===== config.mk =====
export PLATFORM = sky130hd
export DESIGN_NAME = fp_align_stage_flat
export DESIGN_NICKNAME = d
export VERILOG_FILES = /design/src/rtl/fp_align_stage_pkg.sv /design/src/rtl/fp_align_stage_if.sv /design/src/rtl/fp_align_stage_unpack.sv /design/src/rtl/fp_align_stage.sv /design/src/flat_wrapper.sv
export SDC_FILE = /design/constraint.sdc
export NUM_CORES = 1
export LEC_CHECK = 0
export CORE_MARGIN = 2
export CORE_UTILIZATION = 30
export CTS_CLUSTER_DIAMETER = 40
export DETAILED_ROUTE_END_ITERATION = 10
export SYNTH_ARGS = -nofsm -noshare
export SYNTH_HDL_FRONTEND = slang
export SYNTH_SLANG_ARGS = --single-unit

===== constraint.sdc =====
create_clock -name clk -period 11.5 [get_ports clk]
set_input_delay 2.3 -clock clk [delete_from_list [all_inputs] [get_ports clk]]
set_output_delay 2.3 -clock clk [all_outputs]
set_load 0.005 [all_outputs]

===== src/rtl/fp_align_stage_pkg.sv =====
// Shared widths, state encoding and IEEE-754 single field helpers for the float_adder datapath.
// Reused by the align, normalize and round stages.
package fp_align_stage_pkg;

  localparam int EXP_W  = 8;
  localparam int MAN_W  = 23;
  localparam int GRS_W  = 3;
  localparam int MANT_W = MAN_W + 1 + GRS_W;

  typedef enum logic [1:0] {
    S_IDLE,
    S_COMPARE,
    S_SHIFT,
    S_DONE
  } state_t;

  function automatic logic f_sign(input logic [31:0] w);
    return w[31];
  endfunction

  function automatic logic [EXP_W-1:0] f_exp(input logic [31:0] w);
    return w[30:23];
  endfunction

  function automatic logic [MAN_W-1:0] f_frac(input logic [31:0] w);
    return w[22:0];
  endfunction

endpackage


===== src/rtl/fp_align_stage_if.sv =====
// Operand/result handshake bundle of the align stage.
// The master side feeds operands and consumes aligned results; the slave side is the stage.
interface fp_align_stage_if;
  import fp_align_stage_pkg::*;

  logic              in_valid;
  logic              in_ready;
  logic [31:0]       x;
  logic [31:0]       y;
  logic              out_valid;
  logic              out_ready;
  logic              swap;
  logic              big_sign;
  logic              eff_sub;
  logic [EXP_W-1:0]  exp_out;
  logic [MANT_W-1:0] man_big;
  logic [MANT_W-1:0] man_small;

  modport master (
    output in_valid, x, y, out_ready,
    input  in_ready, out_valid, swap, big_sign, eff_sub, exp_out, man_big, man_small
  );

  modport slave (
    input  in_valid, x, y, out_ready,
    output in_ready, out_valid, swap, big_sign, eff_sub, exp_out, man_big, man_small
  );

endinterface


===== src/rtl/fp_align_stage_unpack.sv =====
// Combinational unpack of an IEEE-754 single into sign, effective exponent and 27-bit mantissa.
// Denormals get hidden bit 0 and an effective exponent of 1 so they align like exponent-1 values.
module fp_align_stage_unpack
  import fp_align_stage_pkg::*;
(
  input  logic [31:0]       word,
  output logic              sign,
  output logic [EXP_W-1:0]  exp_eff,
  output logic [MANT_W-1:0] mant
);

  logic [EXP_W-1:0] exp_raw;
  logic             hidden;

  assign exp_raw = f_exp(word);
  assign hidden  = (exp_raw != '0);
  assign sign    = f_sign(word);
  assign exp_eff = hidden ? exp_raw : EXP_W'(1);
  assign mant    = {hidden, f_frac(word), {GRS_W{1'b0}}};

endmodule


===== src/rtl/fp_align_stage.sv =====
// Exponent compare and iterative mantissa alignment ahead of the operand-select mux.
// Build option FP_ALIGN_STICKY_EN: fold shifted-out bits into man_small[0]; otherwise truncate.
module fp_align_stage
  import fp_align_stage_pkg::*;
#(
  parameter int SHIFT_STEP = 4
) (
  input  logic            clk,
  input  logic            res,
  fp_align_stage_if.slave bus
);

  // state     | meaning
  // S_IDLE    | in_ready high, waiting for an operand pair
  // S_COMPARE | order operands by magnitude, load exponent difference
  // S_SHIFT   | shift man_small right by up to SHIFT_STEP per cycle
  // S_DONE    | out_valid high, outputs frozen until out_ready

  localparam logic [4:0] STEP = 5'(SHIFT_STEP);
  localparam logic [4:0] D_MAX = 5'(MANT_W);

  state_t            state;
  logic [31:0]       xr;
  logic [31:0]       yr;
  logic [4:0]        remaining;

  logic              sign_a, sign_b;
  logic [EXP_W-1:0]  exp_a, exp_b;
  logic [MANT_W-1:0] mant_a, mant_b;

  fp_align_stage_unpack u_unpack_a (.word(xr), .sign(sign_a), .exp_eff(exp_a), .mant(mant_a));
  fp_align_stage_unpack u_unpack_b (.word(yr), .sign(sign_b), .exp_eff(exp_b), .mant(mant_b));

  logic              swap_c;
  logic [EXP_W-1:0]  exp_diff;
  logic [4:0]        d_c;
  logic [4:0]        amt;
  logic [MANT_W-1:0] shifted;
  logic [MANT_W-1:0] shift_next;

  // Raw {exp,frac} comparison orders magnitudes exactly; ties keep x as the larger operand.
  assign swap_c   = yr[30:0] > xr[30:0];
  assign exp_diff = swap_c ? (exp_b - exp_a) : (exp_a - exp_b);
  assign d_c      = (exp_diff > EXP_W'(MANT_W)) ? D_MAX : exp_diff[4:0];

  always_comb begin
    amt        = (remaining > STEP) ? STEP : remaining;
    shifted    = bus.man_small >> amt;
    shift_next = shifted;
`ifdef FP_ALIGN_STICKY_EN
    shift_next[0] = shifted[0] | (|(bus.man_small & ~({MANT_W{1'b1}} << amt)));
`endif
  end

  always_ff @(posedge clk) begin
    if (res) begin
      state         <= S_IDLE;
      xr            <= '0;
      yr            <= '0;
      remaining     <= '0;
      bus.in_ready  <= 1'b0;
      bus.out_valid <= 1'b0;
      bus.swap      <= 1'b0;
      bus.big_sign  <= 1'b0;
      bus.eff_sub   <= 1'b0;
      bus.exp_out   <= '0;
      bus.man_big   <= '0;
      bus.man_small <= '0;
    end else begin
      case (state)
        S_IDLE: begin
          bus.in_ready <= 1'b1;
          if (bus.in_valid && bus.in_ready) begin
            xr           <= bus.x;
            yr           <= bus.y;
            bus.in_ready <= 1'b0;
            state        <= S_COMPARE;
          end
        end
        S_COMPARE: begin
          bus.swap      <= swap_c;
          bus.big_sign  <= swap_c ? sign_b : sign_a;
          bus.eff_sub   <= xr[31] ^ yr[31];
          bus.exp_out   <= swap_c ? exp_b : exp_a;
          bus.man_big   <= swap_c ? mant_b : mant_a;
          bus.man_small <= swap_c ? mant_a : mant_b;
          remaining     <= d_c;
          if (d_c == '0) begin
            bus.out_valid <= 1'b1;
            state         <= S_DONE;
          end else begin
            state <= S_SHIFT;
          end
        end
        S_SHIFT: begin
          bus.man_small <= shift_next;
          remaining     <= remaining - amt;
          if (remaining == amt) begin
            bus.out_valid <= 1'b1;
            state         <= S_DONE;
          end
        end
        S_DONE: begin
          if (bus.out_ready) begin
            bus.out_valid <= 1'b0;
            bus.in_ready  <= 1'b1;
            state         <= S_IDLE;
          end
        end
        default: state <= S_IDLE;
      endcase
    end
  end

endmodule


===== src/flat_wrapper.sv =====
// flat-port wrapper written by rule: the top's interface ports become plain ports
module fp_align_stage_flat import fp_align_stage_pkg::*;
#(
  parameter int SHIFT_STEP = 4
)
  (clk, res, bus_in_valid, bus_x, bus_y, bus_out_ready, bus_in_ready, bus_out_valid, bus_swap, bus_big_sign, bus_eff_sub, bus_exp_out, bus_man_big, bus_man_small);
  fp_align_stage_if bus_i ();
  input  logic clk;
  input  logic res;
  input wire logic [$bits(bus_i.in_valid)-1:0] bus_in_valid;
  input wire logic [$bits(bus_i.x)-1:0] bus_x;
  input wire logic [$bits(bus_i.y)-1:0] bus_y;
  input wire logic [$bits(bus_i.out_ready)-1:0] bus_out_ready;
  output wire logic [$bits(bus_i.in_ready)-1:0] bus_in_ready;
  output wire logic [$bits(bus_i.out_valid)-1:0] bus_out_valid;
  output wire logic [$bits(bus_i.swap)-1:0] bus_swap;
  output wire logic [$bits(bus_i.big_sign)-1:0] bus_big_sign;
  output wire logic [$bits(bus_i.eff_sub)-1:0] bus_eff_sub;
  output wire logic [$bits(bus_i.exp_out)-1:0] bus_exp_out;
  output wire logic [$bits(bus_i.man_big)-1:0] bus_man_big;
  output wire logic [$bits(bus_i.man_small)-1:0] bus_man_small;
  assign bus_i.in_valid = bus_in_valid;
  assign bus_i.x = bus_x;
  assign bus_i.y = bus_y;
  assign bus_i.out_ready = bus_out_ready;
  assign bus_in_ready = bus_i.in_ready;
  assign bus_out_valid = bus_i.out_valid;
  assign bus_swap = bus_i.swap;
  assign bus_big_sign = bus_i.big_sign;
  assign bus_eff_sub = bus_i.eff_sub;
  assign bus_exp_out = bus_i.exp_out;
  assign bus_man_big = bus_i.man_big;
  assign bus_man_small = bus_i.man_small;
  fp_align_stage #(.SHIFT_STEP(SHIFT_STEP)) u_core (.clk(clk), .res(res), .bus(bus_i));
endmodule

# Yosys cells after proc, flatten, opt, wreduce, memory -nomap -nowiden
# Cells that the tools add are included.
# totals
input_bits,68
ff_bits,138
elab_cells,63
# classes
muxes,23
magnitude_cmp,3
add_sub_neg,3
n_reduce_logical,12
shift,1
eq_ne,8
n_bitwise,1
# ops
cell,count
$mux W27,2
$pmux W27 S2,1
$mux W8,4
$gt A31 B31 Y1,1
$shr A27 B5 Y27,1
$reduce_bool A8 Y1,2
$sub A8 B8 Y8,2
$mux W5,2
$pmux W5 S2,1
$gt A8 B5 Y1 const B,1
$pmux W2 S4,1
$mux W1,7
$mux W2,3
$ne A2 B1 Y1 const B,3
$eq A5 B5 Y1,1
$gt A5 B3 Y1 const B,1
$logic_not A5 Y1,1
$sub A5 B5 Y5,1
$eq A2 B2 Y1 const B,2
$reduce_and A2 Y1,2
$reduce_and A4 Y1,1
$reduce_bool A2 Y1,2
$pmux W1 S3,1
$reduce_and A3 Y1,1
other kinds (7),7

# Logic depth before layout (Yosys ltp)
# depth
ltp_word,9
mapped_depth,16

# Cells and area by module
# From an unflattened synthesis, not the netlist that was laid out.
# unflattened
hier_cells,1138
area_unflattened_um2,8894.8
# by_module_without_submodules
module,area_per_inst_um2,seq_area_each_um2,cells_per_inst,n_inst
fp_align_stage,8349.3,2762.6,1058,1
fp_align_stage_unpack,272.8,0.0,40,2

# Worst setup path before layout
# Ideal clock, no wire load.
# synth_timing
path_kind,flip-flop to flip-flop
from,register u_core.yr[27]
to,register u_core.state[0]
required_ns,11.430
synth_period_minus_slack_ns,3.763
setup_slack_ns,7.737
setup_ns,0.070
arrival_ns,3.692
path_stages_with_launch,17
cell_sequence,dfxtp_1 or4_1 nor2_1 nor2_1 inv_1 ha_1 inv_1 fa_1 a211oi_1 nor2_1 mux2i_1 nor3b_1 o221ai_1 mux2i_1 or4b_4 or4_1 a21oi_1
# synth_between
elab_chain_len,9
# synth_lines
item,line,source
from (decl),fp_align_stage.sv:24,logic [31:0] yr;
from (signal assigned),fp_align_stage.sv:75,yr <= bus.y;
$reduce_bool A8 Y1,fp_align_stage_unpack.sv:16,assign hidden = (exp_raw != '0);
$mux W8,fp_align_stage_unpack.sv:18,assign exp_eff = hidden ? exp_raw : EXP_W'(1);
$sub A8 B8 Y8,fp_align_stage.sv:43,assign exp_diff = swap_c ? (exp_b - exp_a) : (exp_a - exp_b);
$mux W8 *,fp_align_stage.sv:43,
$gt A8 B5 Y1,fp_align_stage.sv:44,assign d_c = (exp_diff > EXP_W'(MANT_W)) ? D_MAX : exp_diff[4:0];
$mux W5 *,fp_align_stage.sv:44,
$logic_not A5 Y1 *,fp_align_stage.sv:88,if (d_c == '0) begin
$mux W1 *,fp_align_stage.sv:88,
$pmux W2 S4 *,fp_align_stage.sv:70,case (state)
to (signal assigned),fp_align_stage.sv:77,state <= S_COMPARE;
to (signal assigned),fp_align_stage.sv:90,state <= S_DONE;
to (signal assigned),fp_align_stage.sv:92,state <= S_SHIFT;
to (decl),fp_align_stage.sv:22,state_t state;
# Every way passes the cells marked *; elsewhere a longest branch is shown, timed or not.
# A chain may end at the register's enable or synchronous reset.

# Final worst setup path
# Ends and elaborated chain as after synthesis.

==> flow_summary.yaml <==
hold_path:
  hold_class: "reg2reg"
  hp-start: "u_core.xr[12]$_SDFFE_PP0P_"
  hold_path_depth: 2
  hold_end: "u_core.xr[12]$_SDFFE_PP0P_"
cells_and_area:
  layout.nets: 1268
  final_cell_count_no_fill: 1501
  design_area_sq_um: 10400
  diodes: 0
  area_growth_pct: 25.7
  drive_gt1_share_pct: 7.16
logic_synthesis:
  yosys.area.top_type: "dfxtp_1"
  async_flop_share_pct: 0
  synthTopCellsByArea: "dfxtp_1, nand2_1, ha_1"
  synth.distinct_cells: 65
  synth_top_area_share_pct: 32.7
  yosys_register_bits: 135
  avgSynthCellArea_sq_um: 7.67
  synth_edf_count: 0
  synth_ff_type: "dfxtp_1"
  yosys_warnings: 0
  yosysSeqAreaShare_pct: 32.7
  netlist_area_sq_um: 8260
  postSynthCellCount: 1077
worst_setup_path:
  slowest_delay_ns: 0.55
  critPathKind: "reg2reg"
  path_max_fanout: 6
  cp_cell_sequence: "or4_1 > nor2_1 > nor2_1 > inv_1 > ha_1 > inv_1 > fa_1 > a211oi_1 > nor2_1 > mux2i_1 > nor3b_1 > o221ai_1 > mux2i_1 > or4b_4 > or4_1 > a21oi_1"
  reg2reg_depth: 16
  cpMostUsedCell: "nor2_1"
  required_ns: 11.85
  rrSetupSlack_ns: 7.35
  endpoint_kind: "register"
  timing.rr.start: "u_core.yr[27]$_SDFFE_PP0P_"
  crit_buf_inv: 2
  worstReg2RegEnd: "u_core.state[0]$_SDFFE_PP0P_"
  startpoint_type: "register"
  slowest_stage: "or4_1"
  cp.arrival_ns: 4.49
  critPathTopFamily: "simple AND/OR/NAND/NOR gates"
cts:
  hold_buffers: 0
  numCtsBuffers: 17
  tritoncts: "done"
  ctsResizeCount: 0
  h-tree-depth: 4
  post_cts_buffers: 0
  clock_latency_ns: 0.43
  cts.sinks: 135
  clk_pin_slew_ns: 0.06
  clockBufferDepth: 2
  root_buffer: "clkbuf_16"
route:
  vias_per_cell: 5.19
  wl_per_cell_microns: 16.5
  dr.pass1.iters: 5
  vias: 7791
  drt-initial-drc-count: 673
  antenna_left: 0
  wl_mm: 24.8
  drc: 0
global_route:
  grt-ovfl-total: 0
  track_usage_pct: 17.1
  grt_antenna_before_repair: 0
  grt_max_degree: 75
  grt_pass1_wl_mm: 39.0
  grt_pass1_vias: 7174
sta:
  fin_setup_tns_ns: 0
  final_max_slew_viol_count: 0
  setup_viol: 0
  hold_viol: 0
  worst_clock_skew_ns: 0.0143
  finalCriticalPeriod_ns: 4.15
  worst_slew_margin_rel_pct: 33.3
  layout_worst_path_cycle_share_pct: 36.0
  max_freq_ghz: 0.241
  worst_pin_slew_ns: 0.996
  rsz0062_at_grt: "no"
place:
  placed_area_sq_um: 9730
  portBuffers: 131
  place_inst: 1470
  place_congestion: 0.869
  place_hpwl_mm: 17.2
die:
  start_util_pct: 30.6
  die_area_sq_um: 28900
  rows: 60
  fp.dieH_microns: 170
  die_x_microns: 170
  core_sq_um: 27000
  io_pins: 135
power_and_ir_drop:
  p_leak_nw: 3.62
  vdd_ir_drop_max_mv: 0.189
  p_per_area_nw_per_um2: 253
flow_run:
  drv_cap: 0
status:
  outcome: "completed"
## worst reg2reg max path, stage by stage, from the launching register on
cell      delay, ns
dfxtp_1        0.36
or4_1          0.55
nor2_1         0.18
nor2_1         0.08
inv_1          0.08
ha_1           0.19
inv_1          0.07
fa_1           0.44
a211oi_1       0.23
nor2_1         0.09
mux2i_1        0.12
nor3b_1        0.26
o221ai_1       0.18
mux2i_1        0.21
or4b_4         0.50
or4_1          0.40
a21oi_1        0.15
## flip-flops by register name, indices dropped and copies added (netlist names)
signal and count:
u_core.bus.big_sign 1, u_core.bus.eff_sub 1, u_core.bus.exp_out 8, u_core.bus.in_ready 1
u_core.bus.man_big 24, u_core.bus.man_small 27, u_core.bus.out_valid 1, u_core.bus.swap 1
u_core.remaining 5, u_core.state 2, u_core.xr 32, u_core.yr 32
## how the worst max path moves through the flow
stage                                from                               end  slack (ns)  depth (start not counted)
2_1_floorplan  u_core.yr[27]$_SDFFE_PP0P_      u_core.state[0]$_SDFFE_PP0P_        7.74                         16
3_3_place_gp                          res  u_core.remaining[1]$_SDFFE_PP0N_        7.37                          5
3_5_place_dp                          res  u_core.remaining[1]$_SDFFE_PP0N_        7.31                          5
4_1_cts        u_core.yr[27]$_SDFFE_PP0P_      u_core.state[0]$_SDFFE_PP0P_        7.38                         16
5_1_grt        u_core.yr[27]$_SDFFE_PP0P_      u_core.state[0]$_SDFFE_PP0P_        7.04                         16
6_report       u_core.yr[27]$_SDFFE_PP0P_      u_core.state[0]$_SDFFE_PP0P_        7.35                         16
## stage by stage
stage | util, % | worst slack (ns) | power (mW) | hold WS, ns
floorplan | - | 7.74 | 1.59 | 0.449
global placement | 36.1 | 7.37 | 2.00 | 0.459
detailed placement | 36.1 | 7.31 | 2.01 | 0.467
CTS | 38.5 | 7.38 | 2.63 | 0.475
global route | 38.5 | 7.04 | 2.80 | 0.487
finish | 38.5 | 7.35 | 2.63 | 0.471
## cells by family (layout without fill, tap and decap cells)
kind of cell	Yosys count	after routing	synth area share, %
adder cells (fa/ha/maj)	52	52	8.06
buffers and inverters	146	227	6.85
flip-flops	135	135	32.7
other	2	4	0.0910
XOR/XNOR	7	7	0.834
AO/OA/AOI/OAI	268	268	20.1
multiplexers	60	60	10.5
AND/OR/NAND/NOR	407	407	20.8
## routing by layer
| layer | share of wire (%) | global-route usage, % | up-vias |
|---|---|---|---|
| li1 | - | - | 3888 |
| met3 | 6.0 | 3.70 | 33 |
| met1 | 50 | 25.1 | 3625 |
| met4 | 2.0 | 5.24 | 0 |
| met2 | 42 | 24.9 | 245 |
| met5 | 0 | 0 | - |
## cells in the mapped netlist (2+ instances only)
master	instances
nor4_2	2
nor2b_1	5
mux2i_1	36
or4_1	4
buf_1	9
nand2b_1	7
xor2_1	4
fa_1	2
dfxtp_1	135
o21ai_0	39
o211a_1	3
nor4_1	2
nor2_1	70
a211oi_1	36
nor3_1	7
buf_4	3
nand3_1	32
o211ai_1	24
a31oi_1	2
ha_1	50
inv_1	55
mux2_2	3
mux4_2	21
a311oi_1	9
o21ai_1	2
and3_1	3
buf_2	5
a21oi_1	121
xnor2_1	2
a21boi_0	2
clkbuf_1	74
conb_1	2
nand4_1	6
o21a_1	3
a21o_1	5
nand2_1	257
o221ai_1	3
o22ai_1	2
nand3b_1	4
## final cells by class
type	instances	area [sq um]
fillers	2711	16600
inverters	55	206
well taps	341	427
clock buffers	19	443
flip-flops and latches	135	2700
clock inverters	12	200
multi-input cells	798	5010
repair buffers	141	1380
## layout by cell type, fill, tap and decap left out, types with 31 or more instances in the layout
master | netlist | final
nor2_1 | 70 | 70
clkdlybuf4s50_1 | 0 | 130
mux2i_1 | 36 | 36
o21ai_0 | 39 | 39
a211oi_1 | 36 | 36
inv_1 | 55 | 55
a21oi_1 | 121 | 121
nand2_1 | 257 | 257
dfxtp_1 | 135 | 134
ha_1 | 50 | 48
nand3_1 | 32 | 31
## where the power goes
part           internal, mW  switching, mW
clock                 0.390          0.227
sequential            0.569          0.117
combinational         0.548          0.774
No activity file was read; power rests on OpenSTA's default activity.
